==> src/rtl/seg_scan_driver.sv <==
// Four-digit multiplexed 7-segment driver: captures a binary value, converts it
// to BCD with a serial double-dabble, and scans the result across the digits.
module seg_scan_driver #(
  parameter int SCAN_DIV   = 4,
  parameter int BLANK_LEAD = 1
) (
  input  logic        clk,
  input  logic        rst,
  input  logic [31:0] digit,
  input  logic        load,
  output logic        busy,
  output logic        ovf,
  output logic [3:0]  an,
  output logic [7:0]  seg
);

  localparam int DW = (SCAN_DIV > 2) ? $clog2(SCAN_DIV) : 1;

  typedef enum logic {IDLE, CONV} state_t;

  state_t        state, state_nxt;
  logic          accept, done;
  logic [13:0]   bin;
  logic [15:0]   bcd, bcd_adj, bcd_nxt, disp;
  logic [3:0]    iter;
  logic [DW-1:0] div;
  logic [1:0]    idx;
  logic          wrap;
  logic [3:0]    nib;
  logic          blank1, blank2, blank3, blank_cur;
  logic [7:0]    seg_d;
  logic [3:0]    an_d;

  function automatic logic [7:0] enc(input logic [3:0] n);
    case (n)
      4'd0:    enc = 8'h3F;
      4'd1:    enc = 8'h06;
      4'd2:    enc = 8'h5B;
      4'd3:    enc = 8'h4F;
      4'd4:    enc = 8'h66;
      4'd5:    enc = 8'h6D;
      4'd6:    enc = 8'h7D;
      4'd7:    enc = 8'h07;
      4'd8:    enc = 8'h7F;
      4'd9:    enc = 8'h6F;
      default: enc = 8'h00;
    endcase
  endfunction

  always_comb begin
    state_nxt = state;
    accept    = 1'b0;
    done      = 1'b0;
    case (state)
      IDLE: if (load) begin
        accept    = 1'b1;
        state_nxt = CONV;
      end
      CONV: if (iter == 4'd0) begin
        done      = 1'b1;
        state_nxt = IDLE;
      end
      default: state_nxt = IDLE;
    endcase
  end

  always_ff @(posedge clk or posedge rst) begin
    if (rst) state <= IDLE;
    else     state <= state_nxt;
  end

  assign busy = (state == CONV);

  // Add-3 correction on every nibble before the shift brings in the next MSB.
  always_comb begin
    bcd_adj = bcd;
    for (int i = 0; i < 4; i++) begin
      if (bcd[4*i +: 4] >= 4'd5) bcd_adj[4*i +: 4] = bcd[4*i +: 4] + 4'd3;
    end
    bcd_nxt = {bcd_adj[14:0], bin[13]};
  end

  always_ff @(posedge clk or posedge rst) begin
    if (rst) begin
      bin  <= '0;
      bcd  <= '0;
      iter <= '0;
      ovf  <= 1'b0;
      disp <= '0;
    end else if (accept) begin
      if (digit > 32'd9999) begin
        bin <= 14'd9999;
        ovf <= 1'b1;
      end else begin
        bin <= digit[13:0];
        ovf <= 1'b0;
      end
      bcd  <= '0;
      iter <= 4'd13;
    end else if (state == CONV) begin
      bcd  <= bcd_nxt;
      bin  <= {bin[12:0], 1'b0};
      iter <= iter - 4'd1;
      if (done) disp <= bcd_nxt;
    end
  end

  assign wrap = (div == DW'(SCAN_DIV - 1));

  always_ff @(posedge clk or posedge rst) begin
    if (rst) begin
      div <= '0;
      idx <= '0;
    end else if (wrap) begin
      div <= '0;
      idx <= idx + 2'd1;
    end else begin
      div <= div + DW'(1);
    end
  end

  // A digit is blank only if it and every higher digit are zero.
  always_comb begin
    blank3 = (disp[15:12] == 4'd0);
    blank2 = blank3 && (disp[11:8] == 4'd0);
    blank1 = blank2 && (disp[7:4] == 4'd0);
    case (idx)
      2'd0:    begin nib = disp[3:0];   blank_cur = 1'b0;   end
      2'd1:    begin nib = disp[7:4];   blank_cur = blank1; end
      2'd2:    begin nib = disp[11:8];  blank_cur = blank2; end
      default: begin nib = disp[15:12]; blank_cur = blank3; end
    endcase
    seg_d = (blank_cur && (BLANK_LEAD != 0)) ? 8'h00 : enc(nib);
    an_d  = 4'b0001 << idx;
  end

  always_ff @(posedge clk or posedge rst) begin
    if (rst) begin
      an  <= 4'b0001;
      seg <= 8'h3F;
    end else begin
      an  <= an_d;
      seg <= seg_d;
    end
  end

endmodule

==> config.mk <==
export PLATFORM = sky130hd
export DESIGN_NAME = seg_scan_driver
export DESIGN_NICKNAME = d
export VERILOG_FILES = /design/src/rtl/seg_scan_driver.sv
export SDC_FILE = /design/constraint.sdc
export NUM_CORES = 1
export LEC_CHECK = 0
export ABC_AREA = 1
export CAP_MARGIN = 20
export CORE_MARGIN = 5
export CORE_UTILIZATION = 50
export CTS_CLUSTER_DIAMETER = 60
export CTS_CLUSTER_SIZE = 8
export DETAILED_ROUTE_END_ITERATION = 7
export PLACE_DENSITY = 0.74
export RECOVER_POWER = 100
export SLEW_MARGIN = 20
export SYNTH_ARGS = -nofsm -noshare
export SYNTH_HDL_FRONTEND = slang
export SYNTH_SLANG_ARGS = --single-unit
export TNS_END_PERCENT = 30
==> constraint.sdc <==
create_clock -name clk -period 2.45 [get_ports clk]
set_clock_uncertainty 0.1 [all_clocks]
set_input_delay 0.245 -clock clk [delete_from_list [all_inputs] [get_ports clk]]
set_output_delay 0.245 -clock clk [all_outputs]
set_load 0.005 [all_outputs]
==> impl_summary.txt <==
----------------------------------------------------
[Synthesis]
  Sequential share of the synthesized area ... 49.1%
  Area leader, netlist ... dfrtp_1
  Cell types with the largest area share after synthesis ... dfrtp_1 (44%), nand2_1 (12%), ha_1 (7.3%)
  Register bit total from synthesis ... 67
  Fraction of post-synthesis cell area in the top cell type by area ... 43.7%
  Nets in the synthesized netlist ... 462
  Gate Count Post-Synth ... 407
  Synth Area per Inst ... 8.44 sq um
  Count of distinct cell types in the synthesized netlist ... 33
  Cell area after synthesis ... 3440 sq um
  Synth Warn # ... 0

[Job]
  Number of max-cap violations ... 1

[Power]
  Pwr/cell area ... 1250 nW/um^2
  Peak VDD IR ... 0.451 mV
  Leakage power total ... 2.05 nW

[Critical path]
  CP arrival ... 1870 ps
  Slowest stage cell, crit path ... dlygate4sd3_1
  Critical Path, Cell by Cell ... clkbuf_1 -> dlygate4sd3_1
  Number of cells on the worst reg-to-reg path ... 10
  CP bufs+invs ... 2
  Endpoint of the worst-slack reg-to-reg timing path ... seg[3]
  Crit Reg-Reg Startpoint ... idx[0]
  Req. time, crit path ... 2110 ps
  Max incr delay on CP ... 670 ps
  Highest net fanout along the worst path ... 15
  Crit Path Category ... register to primary output
  Critical path's top delay family ... buffers and inverters
  Worst R2R Setup Slack ... 260 ps
  Type of element capturing the critical path ... primary output
  Kind of start point of the critical path ... register

[Clock tree]
  Insertion delay of the later-clocked pin in the worst-skew pair ... 350 ps
  Buffer count from post-CTS setup fixing ... 0
  Inserted Clock Buffers ... 9
  Number of hold buffers added after CTS ... 0
  Maximum count of clock buffers along a single path ... 2
  Number of resized instances in the post-cts repair step ... 0
  Number of H-tree levels ... 3
  Clock-pin transition on the worst setup and hold timing paths ... 80 ps
  Sinks on the clock net ... 67
  CTS tree ... yes
  Master cell of the clock root buffer ... clkbuf_8

[Global route]
  Congestion Overflow GR ... 0
  Number of antenna violations at the first check in global routing ... 0
  Vias in the first global route ... 2785
  First-pass GRT wire length ... 11.9 mm
  Pin count of the biggest net entering global routing ... 68
  Global-route usage over all layers ... 17.2%

[Detailed routing]
  Vias per cell ... 5.09
  Final antenna-violating net count ... 0
  Wire length after detailed routing ... 6.89 mm
  Total number of vias ... 2769
  Number of iterations in the first detailed-routing pass ... 4
  Number of design-rule violations left by the first detailed-router iteration ... 171
  DRC violations left ... 0
  Drt wl/cell ... 12.7 um

[Floorplanning]
  Cell row count ... 30
  Die Footprint ... 8630 sq um
  Standard cell core area ... 6760 sq um
  Y dimension of the die ... 92.9 um
  Effective utilization at floorplan ... 50.9%
  Boundary pin count ... 49
  Die outline width ... 92.9 um

[Placed design]
  Cell count after placement ... 528
  Final weighted congestion of routability-driven global placement ... 0.889
  Count of input and output buffers ... 47
  Total half-perimeter wirelength after legalization and detailed placement ... 4.94 mm

[Layout]
  Number of cells in the finished layout apart from fillers ... 544
  Share of final-layout standard cells stronger than drive strength 1 ... 7.33%
  Final Core Density ... 62.1%
  Most frequent cells in the layout ... nand2_1 (108), dfrtp_1 (60), nor2_1 (48)
  Area growth syn-to-layout ... 22.2%
  Antenna fix cells ... 0
  Most frequent standard cell in the layout excluding fill and tap cells ... nand2_1
  Number of fillers in the final layout ... 582
  Fin nets ... 514

[Status]
  Outcome ... complete, but fails checks
  Violated checks ... capacitance limit, slew limit

[Timing]
  Post-layout min period ... 2220 ps
  Final number of hold-violating endpoints ... 0
  Final-report setup violation count ... 0
  Setup repair after global routing missed its margin ... no
  Worst max-slew margin expressed relative to the limit ... -5.24%
  Actual transition at the worst max-transition pin ... 1580 ps
  Setup TNS Final ... 0 ps
  Count of pins over their slew limit ... 68
  Max frequency ... 451 MHz
  Final worst-path cycle share ... 90.4%

[Hold path]
  Launch instance of the worst min-delay path ... div[0]
  Min-Delay Endpoint ... div[0]
  Hold Path Class ... register to register
  Hold path cells ... 1

----------------------------------------------------
==> metrics by stage <==
step	power, mW	setup slack [ps]	hold slack (ps)	instance area [sq um]
floorplan	3.47	433	269	3440
global placement	4.02	425	315	3990
detailed placement	4.13	289	324	3990
CTS	5.36	266	199	4250
global route	5.70	39.9	362	4200
finish	5.23	235	329	4200
==> layout make-up <==
class / count / area, sq um / share of cell area, %
inverter: 44 / 165 / 3.93
multi-input combinational: 285 / 1490 / 35.5
clock buffer: 9 / 124 / 2.95
timing repair buffer: 52 / 492 / 11.7
tap: 80 / 100 / 2.38
clock inverter: 7 / 140 / 3.34
sequential: 67 / 1690 / 40.1
==> where the power goes <==
part           switching (mW)  internal (mW)
clock                   0.429          0.777
sequential              0.265           1.64
combinational            1.29          0.836
total                    1.98           3.25
==> synthesized netlist by cell type (all sizes together) <==
cell and number:
o21ai 40, xor2 5, conb 1, a22o 1, a21oi 4, dfstp 7, ha 20, nor2 50
a22oi 7, buf 9, or2 6, nand2 110, nand3b 6, a221oi 3, and2 2, o22ai 18
nor4 1, clkbuf 2, o21bai 1, nand3 10, dfrtp 60, inv 44
==> metal layers <==
metal / GRT usage [%] / up-vias / wire, um
met2: 29.3 / 62 / 3360
li1: - / 1416 / -
met4: 5.49 / 0 / 82
met5: 0 / - / 0
met1: 20.6 / 1286 / 3150
met3: 5.52 / 5 / 295
==> logic make-up (layout without fill, tap and decap cells) <==
| logic type | after synthesis | in the layout | synth area share, % |
|---|---|---|---|
| AOI/OAI and AO/OA | 74 | 74 | 12.5 |
| xor gates and xnor gates | 5 | 5 | 1.27 |
| adders and majority gates | 20 | 20 | 7.28 |
| buffers and inverters | 55 | 112 | 6.85 |
| DFF | 67 | 67 | 49.1 |
| other | 1 | 1 | 0.109 |
| and+or+nand+nor | 185 | 185 | 23.0 |
==> registers in the layout, indices dropped and copies added (netlist names) <==
register  count
bcd          16
disp         16
bin          14
seg           7
an            4
iter          4
div           2
idx           2
busy          1
ovf           1
==> worst max-delay path by stage <==
stage | from | to | slack (ps) | cells after the start
floorplan | rst | an[1] | 430 | 1
global placement | idx[0] | seg[3] | 430 | 10
detailed placement | idx[0] | seg[3] | 290 | 10
CTS | idx[0] | seg[3] | 270 | 10
global route | idx[0] | seg[3] | 40 | 10
finish | busy | busy | 230 | 2
(Power assumes the default switching activity.)
